File: src/rtl/gcd_serial_unit.sv
// Serial-load GCD engine: operands arrive one per cycle after a load strobe, then a
// subtractive (Euclid) or binary (Stein) iteration runs one step per cycle.
module gcd_serial_unit #(
   parameter int unsigned WIDTH = 8,
   parameter int unsigned ALGO  = 0,
   parameter int unsigned CNT_W = WIDTH + 1
) (
   input  logic             clk,
   input  logic             rst,
   input  logic             load,
   input  logic [WIDTH-1:0] val_in,
   output logic [WIDTH-1:0] val_out,
   output logic             done,
   output logic             busy,
   output logic             zero_err,
   output logic [CNT_W-1:0] iter_cnt
);

   localparam int unsigned K_W = $clog2(WIDTH) + 1;

   typedef enum logic [2:0] {
      StIdle,
      StGetA,
      StGetB,
      StCalc,
      StFin
   } state_e;

   state_e           state_q, state_d;
   logic [WIDTH-1:0] a_q, a_d;
   logic [WIDTH-1:0] b_q, b_d;
   logic [K_W-1:0]   k_q, k_d;
   logic [CNT_W-1:0] cnt_q, cnt_d;
   logic [CNT_W-1:0] cnt_inc;
   logic [WIDTH-1:0] res_q, res_d;
   logic [CNT_W-1:0] iter_q, iter_d;
   logic             zerr_q, zerr_d;

   always_ff @(posedge clk or negedge rst) begin
      if (!rst) begin
         state_q <= StIdle;
         a_q     <= '0;
         b_q     <= '0;
         k_q     <= '0;
         cnt_q   <= '0;
         res_q   <= '0;
         iter_q  <= '0;
         zerr_q  <= 1'b0;
      end else begin
         state_q <= state_d;
         a_q     <= a_d;
         b_q     <= b_d;
         k_q     <= k_d;
         cnt_q   <= cnt_d;
         res_q   <= res_d;
         iter_q  <= iter_d;
         zerr_q  <= zerr_d;
      end
   end

   // Counter saturates so a long run never wraps to a misleading small value.
   assign cnt_inc = (&cnt_q) ? cnt_q : cnt_q + CNT_W'(1);

   always_comb begin
      state_d = state_q;
      a_d     = a_q;
      b_d     = b_q;
      k_d     = k_q;
      cnt_d   = cnt_q;
      res_d   = res_q;
      iter_d  = iter_q;
      zerr_d  = zerr_q;

      if (load) begin
         // A new load always wins: abandon whatever is running and clear results.
         state_d = StGetA;
         res_d   = '0;
         iter_d  = '0;
         zerr_d  = 1'b0;
      end else begin
         unique case (state_q)
            StIdle: begin
               state_d = StIdle;
            end
            StGetA: begin
               a_d     = val_in;
               state_d = StGetB;
            end
            StGetB: begin
               b_d     = val_in;
               k_d     = '0;
               cnt_d   = '0;
               state_d = StCalc;
            end
            StCalc: begin
               cnt_d = cnt_inc;
               if (a_q == '0 || b_q == '0) begin
                  // Zero operands only exist on entry; the iterations never produce one.
                  res_d   = a_q | b_q;
                  zerr_d  = (a_q == '0) && (b_q == '0);
                  iter_d  = cnt_inc;
                  state_d = StFin;
               end else if (a_q == b_q) begin
                  res_d   = (ALGO == 0) ? a_q : (a_q << k_q);
                  iter_d  = cnt_inc;
                  state_d = StFin;
               end else if (ALGO == 0) begin
                  if (a_q > b_q) begin
                     a_d = a_q - b_q;
                  end else begin
                     b_d = b_q - a_q;
                  end
               end else begin
                  if (!a_q[0] && !b_q[0]) begin
                     a_d = a_q >> 1;
                     b_d = b_q >> 1;
                     k_d = k_q + K_W'(1);
                  end else if (!a_q[0]) begin
                     a_d = a_q >> 1;
                  end else if (!b_q[0]) begin
                     b_d = b_q >> 1;
                  end else if (a_q > b_q) begin
                     a_d = a_q - b_q;
                  end else begin
                     b_d = b_q - a_q;
                  end
               end
            end
            StFin: begin
               state_d = StIdle;
            end
            default: begin
               state_d = StIdle;
            end
         endcase
      end
   end

   assign val_out  = res_q;
   assign iter_cnt = iter_q;
   assign zero_err = zerr_q;
   assign done     = (state_q == StFin);
   assign busy     = (state_q == StGetA) || (state_q == StGetB) || (state_q == StCalc);

endmodule

File: config.mk
export PLATFORM = sky130hd
export DESIGN_NAME = gcd_serial_unit
export DESIGN_NICKNAME = d
export VERILOG_FILES = /design/src/rtl/gcd_serial_unit.sv
export SDC_FILE = /design/constraint.sdc
export NUM_CORES = 1
export LEC_CHECK = 0
export BUFFER_PORTS_ARGS = -buffer_cell sky130_fd_sc_hd__buf_2
export CORE_MARGIN = 4
export CORE_UTILIZATION = 60
export DETAILED_ROUTE_END_ITERATION = 16
export PLACE_DENSITY = 0.93
export SLEW_MARGIN = 20
export SYNTH_ARGS = -nofsm -noshare
export SYNTH_HDL_FRONTEND = slang
export SYNTH_SLANG_ARGS = --single-unit
File: constraint.sdc
create_clock -name clk -period 2.4 [get_ports clk]
set_input_delay 0.24 -clock clk [delete_from_list [all_inputs] [get_ports clk]]
set_output_delay 0.24 -clock clk [all_outputs]
set_load 0.02 [all_outputs]
==> results of run 1 <==
==> power by group through the flow <==
stage | registers, mW | logic, mW | clock network (mW)
floorplan | 1.11 | 1.77 | 0
global placement | 1.11 | 2.46 | 0
detailed placement | 1.13 | 2.51 | 0
CTS | 1.11 | 2.55 | 0.600
global route | 1.14 | 2.96 | 0.641
finish | 1.12 | 2.71 | 0.593
==> metrics by stage <==
step / setup TNS (ns) / instances / hold WS [ns] / utilization
after global placement: 0 / 451 / 0.361 / 0.685
after floorplan: 0 / 343 / -0.0556 / -
after detailed placement: 0 / 451 / 0.372 / 0.685
after global routing: -0.00936 / 464 / 0.0569 / 0.719
after CTS: 0 / 461 / 0.0386 / 0.710
final: 0 / 464 / 0.0208 / 0.719
==> layout by cell type (no fill, tap or decap), types with 5 or more instances in the layout <==
master and n:
a21oi_1 28, a22o_1 6, buf_2 30, buf_4 28
clkbuf_8 5, dfrtp_1 45, ha_1 24, inv_1 25
mux2_2 9, mux2i_1 14, nand2_1 27, nand2b_1 8
nand3_1 7, nor2_1 30, nor3_1 5, o211ai_1 9
o21ai_0 17, xnor2_1 5
==> worst paths after layout <==
path / start / end / cells after the start
worst max-delay path: b_q[4] / a_q[0] / 7
worst min-delay path: rst / cnt_q[2] / 2
worst max register to register: b_q[4] / a_q[0] / 7
worst min register to register: iter_cnt[8] / iter_cnt[8] / 1
max in group asynchronous: rst / b_q[1] / 2
min in group clk: val_in[0] / b_q[0] / 4
==> area by class of cell <==
| class | instances | area, µm² |
|---|---|---|
| Fill cell | 408 | 1440 |
| Multi-Input combinational cell | 256 | 1880 |
| Sequential cell | 46 | 1150 |
| Timing Repair Buffer | 59 | 372 |
| Clock inverter | 3 | 43.8 |
| Inverter | 25 | 93.8 |
| Clock buffer | 5 | 68.8 |
| Tap cell | 70 | 87.6 |
==> kinds of logic after synthesis <==
family,share of synthesized area
xor+xnor,0.0192
compound gates,0.197
fa+ha+maj,0.107
mux,0.0791
simple gates,0.179
flops,0.360
buf+inv,0.0583
==> worst max-delay path, stage by stage (launching register included) <==
cell     delay [ns]
dfrtp_1        0.43
inv_1          0.10
ha_1           0.33
nor4_4         0.36
o31ai_1        0.15
a41o_1         0.30
nor2_4         0.18
mux2_2         0.36
==> registers in the layout, indices dropped and copies added (netlist names) <==
register  cells
a_q           8
b_q           8
cnt_q         9
iter_cnt      9
state_q       3
val_out       8
zero_err      1
==> what timing repair did <==
item                                    4_1_cts  5_1_grt
buffers inserted                              2        3
gates resized for setup                       0        6
pin swaps                                     1        2
hold buffers                                  0        0
endpoints found under the setup margin        2       28
==> per-layer routing <==
metal  up-vias  track usage  routed length [µm]
met5         -            0                   0
met4         0       0.0997                 222
met3        21       0.0543                 490
met2       107        0.454                4080
met1      1339        0.329                3250
li1       1325            -                   -
==> run summary, run 1 <==
status - completed
CP required - 2.59 ns
worst slew pin tran - 0.594 ns
max-cap viol count - 0
Antenna diodes - 0
Power Internal - 2.44 mW
Power Density - 1200 nW/µm²
Final Wtd Congestion - 0.949
setup slack after placement - 0.0170 ns
Port-buffer cells - 30
Max Slew Vio Count - 0
Leak Pwr - 1.73 nW
clock skew - 0.00498 ns
Fmax achieved - 0.432 GHz
I/O Pins - 31
ys async rst share - 1.00
ys flop type - dfrtp_1
TritonRoute pass-1 iters - 7
Clk network pwr share - 0.134
Final setup viols - 0
H-tree levels - 2
crit end category - register
Final Cell Area - 3700 µm²
Final period util - 0.964
CTS tree - done
Synth Net Count - 380
P_sw - 1.98 mW
vias in the first global route - 2770
Worst-Skew Late Latency - 0.30 ns
most common cell in the netlist - dfrtp_1
Setup crit start kind - register
Core Area - 5140 µm²
gr usage total - 0.265
Pwr Total - 4.42 mW
final hold vios - 0
CTS root buffer - clkbuf_8
drt drc - 0
dpl hpwl - 6130 µm
Synth area leader - dfrtp_1
share of layout cells above drive strength 1 - 0.236
crit path kind - reg -> reg
yosys warns - 0
combinational fraction of design power - 0.613
Chip Width - 81.0 µm
synthesized flop and latch total - 46
sw frac - 0.449
area grow syn2layout - 15.7%
total gr overflow - 0
post-synth cell types - 53
Seq/Total Area, Yosys - 0.360
WL/cell - 17.3 µm
first-pass GRT wire length - 13400 µm
DP Area - 3520 µm²
initial antenna violation count - 0
hold crit path type - in -> async
fin worst setup slack - 0.0862 ns
NumNets Final - 430
Flop pwr share - 0.253
Worst Path Max Fanout - 6
CP arrival - 2.51 ns
initial DRC count - 194
total CTS buffers - 5
starting density of the core - 0.622
Clock Tree Buf Depth - 2
slew margin rel. - 0.604
largest net degree at the start of global routing - 47
EDFF count, synth - 0
r2r setup slk - 0.09 ns
Area contributors post-synth - dfrtp_1 (36%), ha_1 (9.4%), a21oi_1 (4.4%)
synth cell count leaders - dfrtp_1 (46), nor2_1 (30), a21oi_1 (28)
Post-DRT Antenna Nets - 0
Rows - 26
die area - 6560 µm²
cell area after synthesis - 3200 µm²
Clk pin slew, worst setup/hold paths - 0.09 ns
routed wire length - 8040 µm
drt via density - 6.02
via count - 2792
Die Height - 81.0 µm
Worst VDD drop - 0.000954 V
minimum clock period - 2.31 ns
Post-Syn Instances - 343
Synth top area share - 0.360
clk sink count - 46
Avg Inst Size Synth - 9.32 µm²
Power figures use the tool's default switching activity.
==> run 2: changes to the inputs <==
--- a/config.mk
+++ b/config.mk
@@ -9,6 +9,7 @@
 export CORE_MARGIN = 4
 export CORE_UTILIZATION = 60
 export DETAILED_ROUTE_END_ITERATION = 16
+export MAX_ROUTING_LAYER = met4
 export PLACE_DENSITY = 0.93
 export SLEW_MARGIN = 20
 export SYNTH_ARGS = -nofsm -noshare
==> run 2 against run 1 <==
  * Largest cell class unchanged
  * Non-clock buffer count rose by 1
  * Total power rose by 3.6%
  * Sequential cell count did not move
  * Die area did not move
  * Cell area rose by 0.88%
  * Critical path depth did not move
  * Sequential power barely moved
  * Core utilization rose by 0.63 points
  * Register-to-register slack barely moved
==> run summary, run 2 (same netlist as run 1, synthesis figures left out) <==
GR peak layer - met2
CTS tree - done
most common cell after layout, fill and taps aside - dfrtp_1
critical-path cell list - inv_1 -> ha_1 -> nor4_4 -> o31ai_1 -> a41o_1 -> nor2_4 -> mux2_2
Pwr Total - 4.58 mW (+3.6%)
Fmax achieved - 0.430 GHz (-0.51%)
routed wire length - 8670 µm (+7.8%)
dpl hpwl - 6220 µm (+1.3%)
status - completed
Worst VDD drop - 0.00120 V (+25%)
clock skew - 0.00993 ns (+0.00495 ns)
hold crit path type - in -> async
vias in the first global route - 2910 (+5.1%)
NumNets Final - 431 (+0.23%)
first-pass GRT wire length - 14100 µm (+5.4%)
Largest stage delay, worst path - 0.38 ns (-0.05 ns)
met2 Use GR - 0.484 (+0.0304)
via count - 2902 (+3.9%)
drt via density - 6.24 (+3.7%)
initial DRC count - 169 (-13%)
H-tree levels - 2 (unchanged)
Final period util - 0.969 (+0.00490)
hold_ws - 0.0143 ns (-0.00648 ns)
crit end category - register
I/O Pins - 31 (unchanged)
total CTS buffers - 5 (unchanged)
crit path kind - reg -> reg
CP max-delay cell - dfrtp_1
Worst Path Max Fanout - 6 (unchanged)
most frequent cells in the layout - dfrtp_1 (45), nor2_1 (30), buf_2 (30), a21oi_1 (28), buf_4 (28)
CP arrival - 2.54 ns (+0.03 ns)
clk sink count - 46 (unchanged)
total gr overflow - 0 (unchanged)
Leak Pwr - 1.73 nW (about the same)
M1 GR Usage - 0.342 (+0.0129)
die area - 6560 µm² (unchanged)
TritonRoute pass-1 iters - 5 (-2)
CTS root buffer - clkbuf_8
Clock Tree Buf Depth - 2 (unchanged)
gr usage total - 0.292 (+0.0271)
initial antenna violation count - 0 (unchanged)
WL/cell - 18.6 µm (+7.5%)
largest net degree at the start of global routing - 47 (unchanged)
Setup crit start kind - register
hold buffers post-CTS - 0 (unchanged)
Worst-Skew Late Latency - 0.32 ns (+0.02 ns)
Clk pin slew, worst setup/hold paths - 0.09 ns (about the same)
minimum clock period - 2.33 ns (+0.0118 ns)
CP required - 2.61 ns (+0.02 ns)
Crit Reg-Reg Endpoint - a_q[1]
worst slew pin tran - 0.599 ns (+0.00565 ns)
final hold vios - 0 (unchanged)
drt drc - 0 (unchanged)
Port-buffer cells - 30 (unchanged)
Final Wtd Congestion - 0.992 (+4.5%)
Post-Layout Cell Count - 465 (+0.22%)
max-cap viol count - 0 (unchanged)
Post-DRT Antenna Nets - 0 (unchanged)
routing usage on met3 - 0.0510 (-0.00333)
reg-to-reg startpoint - a_q[4]
Core Area - 5140 µm² (unchanged)
Final setup viols - 0 (unchanged)
area grow syn2layout - 16.7%
r2r setup slk - 0.07 ns (about the same)
Core Util, Final - 0.725 (+0.00633)
Power Density - 1230 nW/µm² (+2.7%)
starting density of the core - 0.622 (unchanged)
Antenna diodes - 0 (unchanged)
reg2reg path depth - 7 (unchanged)
slew margin rel. - 0.600 (-0.00377)
Chip Width - 81.0 µm (unchanged)
post-placement cell count - 454 (+0.67%)
Max Slew Vio Count - 0 (unchanged)
Die Height - 81.0 µm (unchanged)
share of layout cells above drive strength 1 - 0.251 (+0.0146)
Rows - 26 (unchanged)
run 2: how the worst max path moves through the flow:
stage | slack, ns | start | cells past startpoint | endpoint
floorplan | 0.16 | a_q[0] | 8 | a_q[0]
finish | 0.07 | a_q[4] | 7 | a_q[1]
CTS | 0.02 | a_q[0] | 8 | a_q[1]
global placement | 0.09 | a_q[3] | 8 | a_q[3]
detailed placement | 0.04 | a_q[3] | 8 | a_q[1]
global route | -0.009 | a_q[4] | 8 | a_q[6]
run 2: area by class of cell:
| type | instances | area (µm²) |
|---|---|---|
| Multi-Input combinational cell | 256 | 1910 |
| Fill cell | 395 | 1410 |
| Sequential cell | 46 | 1150 |
| Timing Repair Buffer | 60 | 392 |
| Inverter | 25 | 93.8 |
| Tap cell | 70 | 87.6 |
| Clock buffer | 7 | 86.3 |
| Clock inverter | 1 | 8.76 |
run 2: routing by layer:
| layer | share of wire | vias up | wire, µm |
|---|---|---|---|
| met2 | 0.50 | 141 | 4350 |
| met1 | 0.39 | 1397 | 3360 |
| met5 | 0 | - | 0 |
| li1 | - | 1326 | - |
| met3 | 0.071 | 38 | 616 |
| met4 | 0.040 | 0 | 350 |
run 2: where the power goes:
part,switching (mW),leakage [nW],internal (mW),total [mW]
combinational,1.66,1.09,1.28,2.94
sequential,0.173,0.597,0.946,1.12
clock,0.285,0.0489,0.238,0.524
run 2: metrics by stage:
stage,area [µm²],TNS [ns],setup slack [ns]
after floorplan,3200,0,0.158
after global placement,3560,0,0.0899
after detailed placement,3560,0,0.0440
after CTS,3680,0,0.0190
after global routing,3730,-0.0197,-0.00939
final,3730,0,0.0745
run 2: what timing repair did:
item | 4_1_cts | 5_1_grt
setup endpoints to repair | 24 | 23
gates resized for setup | 3 | 10
endpoints found under the hold margin | 0 | 0
setup buffers | 2 | 1
pin swaps | 1 | 4
run 2: worst max-delay path, delay by kind of cell (launching register included):
kind            cells  cell delay, ns
simple gates        2            0.58
flops               1            0.38
fa+ha+maj           1            0.37
mux                 1            0.36
buf+inv             1            0.07
compound gates      2            0.46
==> run 3: changes to the inputs <==
--- a/config.mk
+++ b/config.mk
@@ -10,7 +10,7 @@
 export CORE_UTILIZATION = 60
 export DETAILED_ROUTE_END_ITERATION = 16
 export MAX_ROUTING_LAYER = met4
-export PLACE_DENSITY = 0.93
+export PLACE_DENSITY = 0.9
 export SLEW_MARGIN = 20
 export SYNTH_ARGS = -nofsm -noshare
 export SYNTH_HDL_FRONTEND = slang
==> run 3 against run 2 <==
  * Count of clock-buffer cells in the layout stayed put
  * Die area stayed put
  * Critical endpoint unchanged
  * Cell area is 0.20% higher
  * Highest routed layer unchanged
==> run summary, run 3 (same netlist as run 1, synthesis figures left out) <==
r2r setup slk - 0.07 ns (about the same)
CP required - 2.60 ns (about the same)
initial DRC count - 248 (+47%)
Largest stage delay, worst path - 0.41 ns (+0.03 ns)
crit path kind - reg -> reg
WL/cell - 18.9 µm (+1.2%)
Clk network pwr share - 0.121 (+0.007)
Pwr Total - 4.50 mW (-1.6%)
Worst Path Max Fanout - 6 (unchanged)
TritonRoute pass-1 iters - 5 (unchanged)
first-pass GRT wire length - 14400 µm (+1.9%)
Die Height - 81.0 µm (unchanged)
Final period util - 0.969 (about the same)
max-cap viol count - 0 (unchanged)
Worst VDD drop - 0.000819 V (-32%)
initial antenna violation count - 0 (unchanged)
dpl hpwl - 6440 µm (+3.6%)
Max Slew Vio Count - 0 (unchanged)
CTS tree - done
Clock Tree Buf Depth - 2 (unchanged)
reg-to-reg startpoint - b_q[2]
Rows - 26 (unchanged)
most frequent cells in the layout - dfrtp_1 (45), nor2_1 (30), buf_2 (30), a21oi_1 (28), nand2_1 (27)
Fmax achieved - 0.430 GHz (about the same)
gr usage total - 0.295 (+0.00262)
Power Density - 1210 nW/µm² (-1.8%)
Fillers - 392 (-0.76%)
reg2reg path depth - 8 (+1)
H-tree levels - 2 (unchanged)
Antenna diodes - 0 (unchanged)
Port-buffer cells - 30 (unchanged)
Post-DRT Antenna Nets - 0 (unchanged)
drt drc - 0 (unchanged)
DP Area - 3550 µm² (-0.21%)
via count - 2836 (-2.3%)
Worst-Skew Late Latency - 0.31 ns (about the same)
starting density of the core - 0.622 (unchanged)
Final Cell Area - 3740 µm² (+0.20%)
Leak Pwr - 1.72 nW (-0.76%)
area of the multi-input gates - 1920 µm² (+0.52%)
worst setup path start - b_q[2]
final hold vios - 0 (unchanged)
NumNets Final - 429 (-0.46%)
Setup crit start kind - register
drt via density - 6.13 (-1.9%)
share of layout cells above drive strength 1 - 0.260 (+0.00891)
P_sw - 2.06 mW (-2.4%)
largest net degree at the start of global routing - 28 (-40%)
hold_ws - 0.180 ns (+0.166 ns)
Sequential Area - 1150 µm² (unchanged)
CTS root buffer - clkbuf_8
crit path capture - a_q[1]
area grow syn2layout - 16.9%
worst path bufs/invs - 2 (+1)
vias in the first global route - 2856 (-1.9%)
minimum clock period - 2.33 ns (+0.000435 ns)
hold crit path type - in -> reg
CP max-delay cell - dfrtp_1
status - completed
WP depth - 8 (+1)
Crit path max-delay family - simple AND/OR/NAND/NOR gates
Clk pin slew, worst setup/hold paths - 0.09 ns (about the same)
critical-path cell list - inv_1 -> ha_2 -> buf_4 -> nor3_2 -> o31ai_2 -> a41o_1 -> nor2_4 -> mux2_2
Final setup viols - 0 (unchanged)
clk sink count - 46 (unchanged)
total gr overflow - 0 (unchanged)
Chip Width - 81.0 µm (unchanged)
worst slew pin tran - 0.617 ns (+0.0176 ns)
I/O Pins - 31 (unchanged)
total CTS buffers - 5 (unchanged)
slew margin rel. - 0.589 (-0.0117)
Setup TNS Final - 0 ns (unchanged)
Final Wtd Congestion - 1.08 (+9.0%)
routed wire length - 8730 µm (+0.75%)
most common cell after layout, fill and taps aside - dfrtp_1
combinational fraction of design power - 0.630 (-0.011)
crit end category - register
sw frac - 0.458 (-0.00353)
clock skew - 0.0106 ns (+0.000672 ns)
Crit Reg-Reg Endpoint - a_q[1]
CP arrival - 2.52 ns (-0.02 ns)
Power Internal - 2.44 mW (-0.98%)
Flop pwr share - 0.249 (+0.005)
die area - 6560 µm² (unchanged)
Core Area - 5140 µm² (unchanged)
run 3: changes by cell type in the layout (fill, tap and decap cells not counted), moves of 2 or more:
| cell | change |
|---|---|
| ha_2 | +2 |
| ha_1 | -2 |
| inv_2 | +3 |
| buf_4 | -3 |
| inv_1 | -3 |
run 3: worst min path at each step:
| stage | startpoint | depth (start not counted) | slack, ns | end |
|---|---|---|---|---|
| after floorplan | rst | 0 | -0.06 | a_q[0] |
| after global placement | rst | 1 | 0.27 | cnt_q[2] |
| after detailed placement | rst | 1 | 0.28 | cnt_q[2] |
| after CTS | load | 2 | 0.17 | val_out[6] |
| after global routing | load | 2 | 0.19 | val_out[6] |
| final | load | 2 | 0.18 | val_out[6] |
run 3: cell type report:
class                           count  share of cell area
Clock buffer                        7              0.0258
Timing Repair Buffer               58               0.101
Inverter                           25              0.0251
Clock inverter                      1             0.00234
Sequential cell                    46               0.308
Multi-Input combinational cell    256               0.513
Tap cell                           70              0.0234
run 3: metrics by stage:
stage	setup slack, ns	util	std cells
2_1_floorplan	0.158	-	343
3_3_place_gp	0.0512	0.690	453
3_5_place_dp	0.000981	0.690	453
4_1_cts	0.0101	0.715	463
5_1_grt	-0.00663	0.727	463
6_report	0.0740	0.727	463
run 3: timing repair:
item                       in CTS  in global routing
hold buffers                    1                  0
hold endpoints to repair       25                  0
setup endpoints to repair       4                 30
setup buffers                   1                  0
resized for setup               2                 16
pin swaps                       1                  6
run 3: power by group through the flow:
stage / clock network, mW / logic, mW / registers, mW
floorplan: 0 / 1.77 / 1.11
global placement: 0 / 2.50 / 1.11
detailed placement: 0 / 2.55 / 1.12
CTS: 0.553 / 2.63 / 1.11
global route: 0.579 / 3.05 / 1.14
finish: 0.546 / 2.84 / 1.12
run 3: layer usage:
layer,routed length [µm],track usage,vias up
li1,-,-,1327
met1,3690,0.362,1370
met2,4310,0.486,119
met3,512,0.0499,20
met4,212,0.117,0
met5,0,-,-
run 3: worst reg2reg max path, stage by stage, from the launching register on:
cell,delay (ns)
dfrtp_1,0.41
inv_1,0.12
ha_2,0.33
buf_4,0.18
nor3_2,0.22
o31ai_2,0.10
a41o_1,0.29
nor2_4,0.19
mux2_2,0.37
